<file path="src/rtl/muldiv_unit.sv">
// Multi-cycle multiply/divide unit: radix-2 shift-add multiply and restoring divide, results in HI/LO.
// Define MULDIV_SIGNED_EN to build the signed MULT/DIV path; otherwise op[0] is ignored.
module muldiv_unit #(
   parameter int WIDTH = 32
) (
   input  logic             clk,
   input  logic             rst,
   input  logic             start,
   input  logic [1:0]       op,
   input  logic [WIDTH-1:0] opA,
   input  logic [WIDTH-1:0] opB,
   output logic             busy,
   output logic             done,
   output logic             dz,
   output logic [WIDTH-1:0] hi,
   output logic [WIDTH-1:0] lo
);

   typedef enum logic [1:0] {S_IDLE, S_CALC, S_FIX} state_t;

   localparam logic [5:0] LAST_ITER = 6'(WIDTH - 1);

   state_t             r_state, w_state_next;
   logic               r_busy, w_busy_next;
   logic               r_done, w_done_next;
   logic               r_dz;
   logic [WIDTH-1:0]   r_hi, r_lo;
   logic [5:0]         r_cnt;
   logic               r_is_div, r_bz, r_neg_q, r_neg_r;
   logic [WIDTH-1:0]   r_a_orig, r_x;
   logic [2*WIDTH-1:0] r_acc;

   logic [WIDTH-1:0]   w_mag_a, w_mag_b;
   logic               w_neg_q, w_neg_r;
   logic [WIDTH:0]     w_add, w_shift, w_trial;
   logic [2*WIDTH-1:0] w_mul_next, w_div_next, w_prod;
   logic [WIDTH-1:0]   w_quo, w_rem;

`ifdef MULDIV_SIGNED_EN
   logic w_signed, w_a_neg, w_b_neg;
   assign w_signed = ~op[0];
   assign w_a_neg  = w_signed & opA[WIDTH-1];
   assign w_b_neg  = w_signed & opB[WIDTH-1];
   assign w_mag_a  = w_a_neg ? -opA : opA;
   assign w_mag_b  = w_b_neg ? -opB : opB;
   assign w_neg_q  = w_a_neg ^ w_b_neg;
   assign w_neg_r  = w_a_neg;
   assign w_prod   = r_neg_q ? -r_acc : r_acc;
   assign w_quo    = r_neg_q ? -r_acc[WIDTH-1:0] : r_acc[WIDTH-1:0];
   assign w_rem    = r_neg_r ? -r_acc[2*WIDTH-1:WIDTH] : r_acc[2*WIDTH-1:WIDTH];
`else
   logic w_unused_op0;
   assign w_unused_op0 = op[0];
   assign w_mag_a  = opA;
   assign w_mag_b  = opB;
   assign w_neg_q  = 1'b0;
   assign w_neg_r  = 1'b0;
   assign w_prod   = r_acc;
   assign w_quo    = r_acc[WIDTH-1:0];
   assign w_rem    = r_acc[2*WIDTH-1:WIDTH];
`endif

   // Multiply: add multiplicand into upper half when the low bit is set, then shift right.
   assign w_add      = {1'b0, r_acc[2*WIDTH-1:WIDTH]} + (r_acc[0] ? {1'b0, r_x} : '0);
   assign w_mul_next = {w_add, r_acc[WIDTH-1:1]};

   // Divide: upper half is the remainder, lower half shifts dividend out and quotient in.
   assign w_shift    = {r_acc[2*WIDTH-1:WIDTH], r_acc[WIDTH-1]};
   assign w_trial    = w_shift - {1'b0, r_x};
   assign w_div_next = w_trial[WIDTH] ? {w_shift[WIDTH-1:0], r_acc[WIDTH-2:0], 1'b0}
                                      : {w_trial[WIDTH-1:0], r_acc[WIDTH-2:0], 1'b1};

   always_comb begin
      w_state_next = r_state;
      w_busy_next  = r_busy;
      w_done_next  = 1'b0;
      case (r_state)
         S_IDLE: if (start) begin
            w_state_next = S_CALC;
            w_busy_next  = 1'b1;
         end
         S_CALC: if (r_cnt == LAST_ITER) w_state_next = S_FIX;
         S_FIX: begin
            w_state_next = S_IDLE;
            w_busy_next  = 1'b0;
            w_done_next  = 1'b1;
         end
         default: begin
            w_state_next = S_IDLE;
            w_busy_next  = 1'b0;
         end
      endcase
   end

   always_ff @(posedge clk or posedge rst) begin
      if (rst) begin
         r_state <= S_IDLE;
         r_busy  <= 1'b0;
         r_done  <= 1'b0;
      end else begin
         r_state <= w_state_next;
         r_busy  <= w_busy_next;
         r_done  <= w_done_next;
      end
   end

   always_ff @(posedge clk or posedge rst) begin
      if (rst) begin
         r_cnt    <= '0;
         r_is_div <= 1'b0;
         r_bz     <= 1'b0;
         r_neg_q  <= 1'b0;
         r_neg_r  <= 1'b0;
         r_a_orig <= '0;
         r_x      <= '0;
         r_acc    <= '0;
         r_hi     <= '0;
         r_lo     <= '0;
         r_dz     <= 1'b0;
      end else begin
         case (r_state)
            S_IDLE: if (start) begin
               r_cnt    <= '0;
               r_is_div <= op[1];
               r_bz     <= (opB == '0);
               r_neg_q  <= w_neg_q;
               r_neg_r  <= w_neg_r;
               r_a_orig <= opA;
               // Multiply iterates over the multiplier (B); divide over the dividend (A).
               r_x      <= op[1] ? w_mag_b : w_mag_a;
               r_acc    <= {{WIDTH{1'b0}}, (op[1] ? w_mag_a : w_mag_b)};
            end
            S_CALC: begin
               r_acc <= r_is_div ? w_div_next : w_mul_next;
               r_cnt <= r_cnt + 6'd1;
            end
            S_FIX: begin
               r_dz <= r_is_div & r_bz;
               if (!r_is_div) begin
                  r_hi <= w_prod[2*WIDTH-1:WIDTH];
                  r_lo <= w_prod[WIDTH-1:0];
               end else if (r_bz) begin
                  r_hi <= r_a_orig;
                  r_lo <= '1;
               end else begin
                  r_hi <= w_rem;
                  r_lo <= w_quo;
               end
            end
            default: ;
         endcase
      end
   end

   assign busy = r_busy;
   assign done = r_done;
   assign dz   = r_dz;
   assign hi   = r_hi;
   assign lo   = r_lo;

endmodule
</file>
<file path="config.mk">
export PLATFORM = sky130hd
export DESIGN_NAME = muldiv_unit
export DESIGN_NICKNAME = d
export VERILOG_FILES = /design/src/rtl/muldiv_unit.sv
export SDC_FILE = /design/constraint.sdc
export NUM_CORES = 1
export LEC_CHECK = 0
export ABC_AREA = 0
export CAP_MARGIN = 0
export CORE_AREA = 2 2 153 155
export CTS_BUF_LIST = sky130_fd_sc_hd__clkbuf_2
export DETAILED_ROUTE_END_ITERATION = 10
export DIE_AREA = 0 0 155 157
export PLACE_DENSITY_LB_ADDON = 0.3
export SLEW_MARGIN = 20
export SYNTH_ARGS = -nofsm -noshare
export SYNTH_HDL_FRONTEND = slang
export SYNTH_SLANG_ARGS = --single-unit
</file>
<file path="constraint.sdc">
create_clock -name clk -period 10.31 [get_ports clk]
set_clock_uncertainty 0.1 [all_clocks]
set_input_delay 2.5775 -clock clk [delete_from_list [all_inputs] [get_ports clk]]
set_output_delay 2.5775 -clock clk [all_outputs]
set_load 0.05 [all_outputs]
</file>
After elaboration in Yosys (flattened, before gate mapping). Cells that the tools add are included.

Output and inout bits: 67. Register bits: 205. Word-level logic and storage cells: 48. Bits of input ports: 69.

Bitwise logic cells: 2. Add/subtract/negate cells: 3. Muxes and demuxes: 19. Reductions and logical operators: 7. Eq/ne operators: 5.

Operators with widths (count): $mux W32 (7); $mux W64 (3); $pmux W64 S2 (1); $add A32 B32 Y33 (1); $sub A33 B32 Y33 (1); $logic_not A32 Y1 (1); $pmux W6 S2 (1); $reduce_and A2 Y1 (4); $add A6 B1 Y6 const B (1); $eq A6 B5 Y1 const B (1); $mux W6 (1); $mux W2 (2); $ne A2 B2 Y1 const B (2); $pmux W2 S2 (1); $eq A2 B1 Y1 const B (1); $eq A2 B2 Y1 const B (1); $logic_not A2 Y1 (1); $mux W1 (2); $pmux W1 S2 (1); $reduce_bool A2 Y1 (1); $and A1 B1 Y1 (1); $not A1 Y1 (1).

Logic depth before layout (Yosys ltp). Gate-level depths: netlist (run 1).

Word-level depth: 4. Depth in mapped cells: 14. Gate-level depth less buffers: 13.

Worst setup path after synthesis (run 1). OpenSTA, ideal clock, no wires.

Kind: input -> register. Start: in op[1]. End: reg r_x[24]. Library setup time: 0.133 ns. Path slack: 6.221 ns. Stages: 5. Required time: 10.077 ns. Path buffers: 3. Arrival: 3.855 ns. Cells stage by stage: clkbuf_1 clkbuf_1 buf_2 mux2i_1 o21ai_0.

Word-level cells in the longest chain between the ends: 1.

Ends and longest elaborated chain: from (decl) (RTL line 9) `input logic [1:0] op,`; $mux W32 (RTL line 130) `r_x <= op[1] ? w_mag_b : w_mag_a;`; to (signal assigned) (RTL line 130); to (decl) (RTL line 30) `logic [WIDTH-1:0] r_a_orig, r_x;`.

No other way between the ends. A chain may end at the register's enable or synchronous reset.

Worst setup path in the final report (run 1).
Start: reg r_hi[19], in the netlist hi[19]. End: out hi[19].

RTL lines: from (decl) (RTL line 27) `logic [WIDTH-1:0] r_hi, r_lo;`; from (signal assigned) (RTL line 140) `r_hi <= w_prod[2*WIDTH-1:WIDTH];`; from (signal assigned) (RTL line 143) `r_hi <= r_a_orig;`; from (signal assigned) (RTL line 146) `r_hi <= w_rem;`; to (decl) (RTL line 15) `output logic [WIDTH-1:0] hi,`.

No word-level cell between the ends.

==> results of run 1 <==
==> flip-flops by register name, summed over array words and instances, names as in the netlist <==
register,count
r_acc,64
dz,1
busy,1
r_x,32
r_bz,1
lo,32
done,1
r_state,2
hi,32
r_is_div,1
r_a_orig,32
r_cnt,6
==> through the flow <==
stage / area [um^2] / hold slack (ns) / worst slack (ns)
after floorplan: 13340 / 0.3449 / 2.037
after global placement: 14790 / 0.3588 / 5.244
after detailed placement: 14790 / 0.3623 / 5.142
after CTS: 15250 / 0.3732 / 5.502
after global routing: 15260 / 0.3961 / 5.489
final: 15260 / 0.3804 / 5.560
==> worst max-delay path by stage <==
stage	endpoint	slack, ns	cells after the start
floorplan	busy$_DFFE_PP0P_	2.04	1
global placement	r_acc[62]$_DFFE_PP0P_	5.24	7
detailed placement	r_acc[62]$_DFFE_PP0P_	5.14	7
CTS	hi[19]	5.50	1
global route	lo[13]	5.49	1
finish	hi[19]	5.56	1
==> layout make-up <==
class,instances,area (um^2)
flip-flops and latches,205,5131
repair buffers,145,1419
well taps,285,356.6
clock buffers,79,395.4
fillers,1835,7243
multi-input cells,1155,7656
inverters,60,232.7
clock inverters,13,66.31
diodes,1,2.502
==> power breakdown <==
part / switching, mW / internal, mW / leakage [nW] / total (mW)
clock network: 0.347 / 0.208 / 0.371 / 0.555
logic: 1.93 / 1.37 / 4.35 / 3.30
registers: 0.353 / 1.11 / 2.66 / 1.46
==> tightest hold or removal path: stages (launching register included) <==
cell and delay, ns:
dfrtp_1 0.34, nand2_1 0.05, o21ai_0 0.06
==> kinds of logic (layout without fill, tap and decap cells) <==
logic type	Yosys count	in the layout	share of synthesized area, %
fa+ha+maj	67	67	6.398
compound gates	427	427	20.60
simple gates	458	458	15.04
buf+inv	148	297	4.437
flops	205	205	38.46
other cells	0	1	0
mux	148	148	11.40
xor+xnor	55	55	3.668
==> routing by layer <==
layer	track usage [%]	wire length, um	part of all wire, %	up-vias
li1	-	-	-	5621
met4	9.127	875	2.4	0
met2	45.52	16170	44	459
met5	0	0	0	-
met3	5.286	2811	7.6	75
met1	44.92	17090	46	5704
==> cell usage after synthesis, drive strengths merged (3+ instances only) <==
master / count
a221oi: 7
nand3b: 3
xnor2: 36
a22oi: 18
o21bai: 11
dfrtp: 205
and3: 8
inv: 59
o21ai: 154
a211oi: 10
o22a: 33
nand2b: 9
mux2i: 117
ha: 65
xor2: 19
o211ai: 12
mux2: 31
o221ai: 9
buf: 16
o31ai: 4
o21a: 9
clkbuf: 72
nand2: 262
nor3: 12
or3: 3
a21o: 29
nor2b: 8
nand4: 9
nor2: 78
and4: 3
and2: 36
a31oi: 15
nor4: 8
nand3: 15
a41oi: 3
o41ai: 3
a21oi: 92
==> metrics, run 1 <==
Mapped Nets=1644; DRT iter0 DRCs=1104; asr flop ratio synth=100.0%; number of instances in the placed design=1850; WP buf/inv=1; drt total wl=36.94 mm; kind of critical path=flip-flop to primary output; Max Root-Sink Buffers=3; R2R Path Start=r_acc[31]$_DFFE_PP0P_; sequential area share after synthesis=38.46%; Setup TNS=0 ns; number of synthesized flops with an enable pin=0; yosys warns=0; CORE AREA=22500 um^2; nets@finish=1757; Hold WC Path Type=flip-flop to flip-flop; CTS tree=done; Fin. Hold Viols=0; Setup crit start=hi[19]$_DFFE_PP0P_; Die Ht=157 um; drt pass-1 iters=5; crit path cell chain=clkdlybuf4s50_1; crit path DAT=2.07 ns; Max Cap Viol=0; Pleak=7.384 nW; Synth cell types=72; IO Port Bufs=134; Syn Inst Count=1508; largest net degree at the start of global routing=128; DP HPWL=26.70 mm; pin slew with the least headroom to its limit=1.126 ns; nature of the critical path startpoint=flip-flop; # IOs=136; Area Growth Syn to Fin=14.41%; mean post-synth cell area=8.845 um^2; number of antenna violations at the first check in global routing=1; Post-Syn Area=13340 um^2; Hold Crit Start=hi[16]$_DFFE_PP0P_; GRT Total Usage=30.30%; Final Wtd Congestion=0.9317; via count=11860; Worst Hold End=hi[16]$_DFFE_PP0P_; max-slew violation count=0; Skew-Pair Late Insertion Delay=0.86 ns; hold path depth=2; global route overflow=0; Root Driver=clkbuf_2; Die Area=24340 um^2; relative slew slack=24.88%; cell family with most CP delay=buffers and inverters; CP Data Required Time=7.63 ns; Inserted Clock Buffers=54; f_max=0.2105 GHz; synth top area cells=dfrtp_1 (38%), mux2i_1 (8.8%), nand2_1 (7.3%), ha_1 (6.1%), o21ai_0 (5.1%); Synth Flop Type=dfrtp_1; reg2reg setup slack=6.28 ns; antenna viol nets, final=0; CTS Sinks=205; first-pass GRT wire length=58.98 mm; RSZ-0062 raised after global routing=false; drt via density=6.103; Reg clk slew, reported paths=0.09 ns; status=complete, no violations; P per Cell Area=348.8 nW/um^2; Setup Buffers After CTS=0; final period utilization=46.07%; Die X=155 um; # DRC=0; num rows=55; total power draw=5.323 mW; Tmin final=4.750 ns; Yosys top cell by area=dfrtp_1; Worst Path Max Fanout=2; R2R cell count=13; peak supply drop=342.5 uV; H-tree depth=2; vias in the first global route=11260; fin util=67.81%; Initial Util=59.27%; Final Instance Count excl. Fillers=1943; Synth Register Bits=205; layout cells sized above 1=9.415%; post-CTS resize count=0; drt wl/cell=19.01 um; CP Capture Type=primary output; Worst path slowest cell=clkdlybuf4s50_1; top-area cell type share of the netlist area=38.46%; most frequent cells in the layout=nand2_1 (259), dfrtp_1 (204), o21ai_0 (135), clkdlybuf4s50_1 (133), mux2i_1 (117); final setup fails=0; slowest stage delay, CP=0.83 ns; CTS Hold Bufs=0; worst r2r dst=r_acc[63]$_DFFE_PP0P_; most common cell after layout, fill and taps aside=nand2_1
Power figures use the tool's default switching activity.
==> run 2: changes to the inputs <==
Settings changed: CORE_AREA 2 2 153 155 to 2 2 161 163, DIE_AREA 0 0 155 157 to 0 0 163 165.
Clock period 10.31 ns to 4.25 ns, I/O delays scaled along.
==> metrics, run 2 (synthesized netlist as in run 1, its figures left out) <==
status=complete, no violations; max reg flops=64; CP Data Required Time=4.90 ns; final period utilization=86.45%; Max Cap Viol=0; Pleak=7.465 nW; nets@finish=1770; CP Capture Type=flip-flop; Final Wtd Congestion=0.9240; final setup fails=0; Fin. Hold Viols=0; vias in the first global route=11300; largest reg by FF count=r_acc; H-tree depth=2; Skew-Pair Late Insertion Delay=0.91 ns; IO Port Bufs=134; Post-Place Cell Area=15010 um^2; first-pass GRT wire length=59.85 mm; drt total wl=37.73 mm; Area Growth Syn to Fin=16.37%; Hold WC Path Type=flip-flop to flip-flop; CTS Hold Bufs=0; Reg clk slew, reported paths=0.11 ns; largest net degree at the start of global routing=73; CTS tree=done; crit path DAT=4.32 ns; nature of the critical path startpoint=flip-flop; DP HPWL=27.60 mm; Inserted Clock Buffers=56; drt wl/cell=18.83 um; Die Area=26900 um^2; CTS Sinks=205; drt pass-1 iters=6; final instance area=15520 um^2; number of antenna violations at the first check in global routing=1; Die X=163 um; kind of critical path=flip-flop to flip-flop; total power draw=13.03 mW; antenna viol nets, final=0; worst setup margin=0.5757 ns; pin slew with the least headroom to its limit=1.021 ns; most common cell after layout, fill and taps aside=nand2_1; # IOs=136; via count=11620; Place WS=0.7520 ns; relative slew slack=31.83%; f_max=0.2722 GHz; RSZ-0062 raised after global routing=false; Tmin final=3.674 ns; DRT iter0 DRCs=887; max-slew violation count=0; P per Cell Area=839.3 nW/um^2; GRT Total Usage=28.17%; peak supply drop=393.5 uV; global route overflow=0; post-CTS resize count=0; Worst Path Max Fanout=18; layout cells sized above 1=9.683%; most frequent cells in the layout=nand2_1 (259), dfrtp_1 (204), o21ai_0 (135), clkdlybuf4s50_1 (133), mux2i_1 (117); num rows=58; Setup Buffers After CTS=0; drt via density=5.800; CORE AREA=25040 um^2; Initial Util=53.27%; Setup TNS=0 ns; Max Root-Sink Buffers=3; Root Driver=clkbuf_2; Die Ht=165 um; # DRC=0
==> run 2: cell types whose count changed in the layout (fill, tap and decap cells not counted), moves of 2 or more <==
cell      change
buf_12        +7
buf_4         +4
clkbuf_2      -2
clkinv_1     +10
clkinv_2      -3
==> run 2: report_power, final <==
part | leakage (nW) | switching (mW) | internal, mW | total, mW
registers | 2.66 | 0.938 | 2.69 | 3.63
logic | 4.42 | 4.56 | 3.39 | 7.95
clock network | 0.378 | 0.886 | 0.564 | 1.45
==> run 2: path summary, 6_finish.rpt <==
path	to	cells after the start	slack (ns)	startpoint
min reg2reg	hi[16]$_DFFE_PP0P_	2	0.38	hi[16]$_DFFE_PP0P_
max	r_acc[60]$_DFFE_PP0P_	12	0.58	r_acc[0]$_DFFE_PP0P_
max reg2reg	r_acc[60]$_DFFE_PP0P_	12	0.58	r_acc[0]$_DFFE_PP0P_
min in group asynchronous	lo[30]$_DFFE_PP0P_	2	0.52	rst
max in group asynchronous	r_acc[44]$_DFFE_PP0P_	3	2.73	rst
min	hi[16]$_DFFE_PP0P_	2	0.38	hi[16]$_DFFE_PP0P_
==> run 2: metal layers <==
metal / vias up / GRT usage (%) / routed length (um)
li1: 5647 / - / -
met1: 5550 / 40.50 / 17520
met2: 358 / 43.91 / 17000
met3: 68 / 4.847 / 2438
met4: 0 / 8.005 / 770
met5: - / 0 / 0
==> run 2: final cells by class <==
| cell class | instances | area [um^2] |
|---|---|---|
| Sequential cell | 205 | 5134 |
| Multi-Input combinational cell | 1155 | 7651 |
| Fill cell | 2186 | 9515 |
| Inverter | 60 | 229.0 |
| Clock inverter | 20 | 117.6 |
| Timing Repair Buffer | 156 | 1589 |
| Antenna cell | 1 | 2.502 |
| Tap cell | 330 | 412.9 |
| Clock buffer | 77 | 385.4 |
==> run 2: stage by stage <==
step | utilization [%] | std cells | hold WS [ns]
6_report | 61.99 | 2004 | 0.3807
5_1_grt | 61.99 | 2004 | 0.3956
4_1_cts | 61.97 | 2003 | 0.3774
3_5_place_dp | 59.97 | 1906 | 0.3633
3_3_place_gp | 59.97 | 1906 | 0.3596
2_1_floorplan | - | 1508 | 0.3449
==> run 2: worst max-delay path, stage by stage, from the launching register on <==
cell and delay [ns]:
dfrtp_1 0.43, buf_4 0.22, and2_1 0.18, ha_1 0.34, and3_1 0.22, a221oi_2 0.48, a211oi_2 0.22, a211oi_4 0.41
o21ai_2 0.19, a31oi_2 0.19, xor2_1 0.16, o22ai_1 0.09, a221o_1 0.28
==> run 3: changes to the inputs <==
Settings changed: CORE_AREA 2 2 161 163 to 2 2 153 155, DIE_AREA 0 0 163 165 to 0 0 155 157, GPL_TIMING_DRIVEN from default to 0.
Clock period 4.25 ns to 4.7 ns, I/O delays scaled along.
==> metrics, run 3 (synthesized netlist as in run 1, its figures left out) <==
drt total wl=41.46 mm; final period utilization=84.52%; P per Cell Area=770.3 nW/um^2; fill count=1787; Die Ht=157 um; CORE AREA=22500 um^2; Reg area=5130 um^2; DRT iter0 DRCs=1112; kind of critical path=flip-flop to flip-flop; peak supply drop=377.6 uV; largest net degree at the start of global routing=35; drt via density=6.115; status=complete, no violations; Worst path slowest cell=dfrtp_1; max-slew violation count=0; CTS tree=done; layout cells sized above 1=8.276%; max reg flops=64; reg2reg setup slack=0.73 ns; R2R Path Start=r_acc[0]$_DFFE_PP0P_; DP HPWL=32.13 mm; Setup Buffers After CTS=0; most frequent cells in the layout=nand2_1 (261), dfrtp_1 (205), o21ai_0 (135), clkdlybuf4s50_1 (133), mux2i_1 (117); GRT Total Usage=34.10%; Inserted Clock Buffers=54; vias in the first global route=12090; Reg clk slew, reported paths=0.10 ns; via count=12390; number of instances in the placed design=1932; final setup fails=0; CTS Hold Bufs=0; area taken by multi-input logic gates=7616 um^2; Final Wtd Congestion=0.9359; number of antenna violations at the first check in global routing=1; crit path cell chain=clkbuf_1 -> nand2_1 -> fa_1 -> nor2b_1 -> nor3_1 -> o21a_1 -> o21ai_2 -> o21ai_1 -> o21a_1 -> o21bai_1 -> a41oi_1 -> o41ai_2; Skew-Pair Late Insertion Delay=0.85 ns; most common cell after layout, fill and taps aside=nand2_1; Max Root-Sink Buffers=3; slowest stage delay, CP=0.57 ns; Pleak=7.490 nW; nets@finish=1839; Root Driver=clkbuf_2; first-pass GRT wire length=65.06 mm; Worst Hold End=r_a_orig[8]$_DFFE_PP0P_; Max Cap Viol=0; RSZ-0062 raised after global routing=false; f_max=0.2517 GHz; worst r2r dst=r_acc[63]$_DFFE_PP0P_; Hold WC Path Type=flip-flop to flip-flop; antenna viol nets, final=0; R2R cell count=12; CP dominant cell by count=o21a_1; Die Area=24340 um^2; Hold Crit Start=r_a_orig[8]$_DFFE_PP0P_; H-tree depth=2; hold path depth=2; Tmin final=3.973 ns; drt pass-1 iters=5; drt wl/cell=20.46 um; Fin. Hold Viols=0; CTS Sinks=205; # IOs=136; CP Data Required Time=5.33 ns; crit path DAT=4.60 ns; total power draw=12.04 mW; Final Instance Count excl. Fillers=2026; fin util=69.44%; largest reg by FF count=r_acc; post-CTS resize count=0; CP Capture Type=flip-flop; global route overflow=0; Area Growth Syn to Fin=17.15%; Die X=155 um; relative slew slack=38.70%; Worst Path Max Fanout=10; IO Port Bufs=133; pin slew with the least headroom to its limit=0.9195 ns; nature of the critical path startpoint=flip-flop; num rows=55; # DRC=0; Initial Util=59.27%
-- run 3: through the flow --
| stage | TNS, ns | instance area, um^2 | hold WS [ns] | setup slack (ns) |
|---|---|---|---|---|
| after global routing | 0 | 15630 | 0.4043 | 0.4668 |
| final | 0 | 15630 | 0.3826 | 0.7274 |
| after CTS | 0 | 15620 | 0.3787 | 0.7164 |
| after detailed placement | 0 | 15150 | 0.3620 | 0.7916 |
| after floorplan | 0 | 13340 | 0.3449 | 0.7667 |
| after global placement | -161.03 | 15030 | 0.3572 | -0.8086 |
-- run 3: layout make-up --
cell class | instances | share of cell area [%]
flip-flops and latches | 205 | 32.83
inverters | 60 | 1.465
repair buffers | 139 | 9.289
plain buffers | 88 | 2.346
well taps | 285 | 2.282
multi-input cells | 1155 | 48.74
clock buffers | 69 | 2.210
clock inverters | 24 | 0.8168
diodes | 1 | 0.01602
-- run 3: routing by layer --
layer,wire [um],global-route usage (%)
met5,0,0
met2,18740,53.82
met3,3438,5.865
met1,17980,47.68
met4,1302,12.17
-- run 3: where the power goes --
group | switching, mW | internal, mW
logic | 4.45 | 3.10
registers | 0.818 | 2.43
clock network | 0.778 | 0.465
-- run 3: critical path: cells and delay by family, from the launching register on --
family	cells	cell delay, ns
compound gates	7	1.75
fa+ha+maj	1	0.45
buf+inv	1	0.57
flops	1	0.57
simple gates	3	0.44
-- run 3: worst max path at each step --
stage                                    start               endpoint  depth (start not counted)
after global placement                     rst  r_acc[55]$_DFFE_PP0P_                          2
final                     r_acc[0]$_DFFE_PP0P_  r_acc[63]$_DFFE_PP0P_                         12
after global routing      r_acc[0]$_DFFE_PP0P_  r_acc[63]$_DFFE_PP0P_                         12
after floorplan                            rst       busy$_DFFE_PP0P_                          1
after CTS                 r_acc[0]$_DFFE_PP0P_  r_acc[63]$_DFFE_PP0P_                         12
after detailed placement  r_acc[0]$_DFFE_PP0P_  r_acc[63]$_DFFE_PP0P_                         12
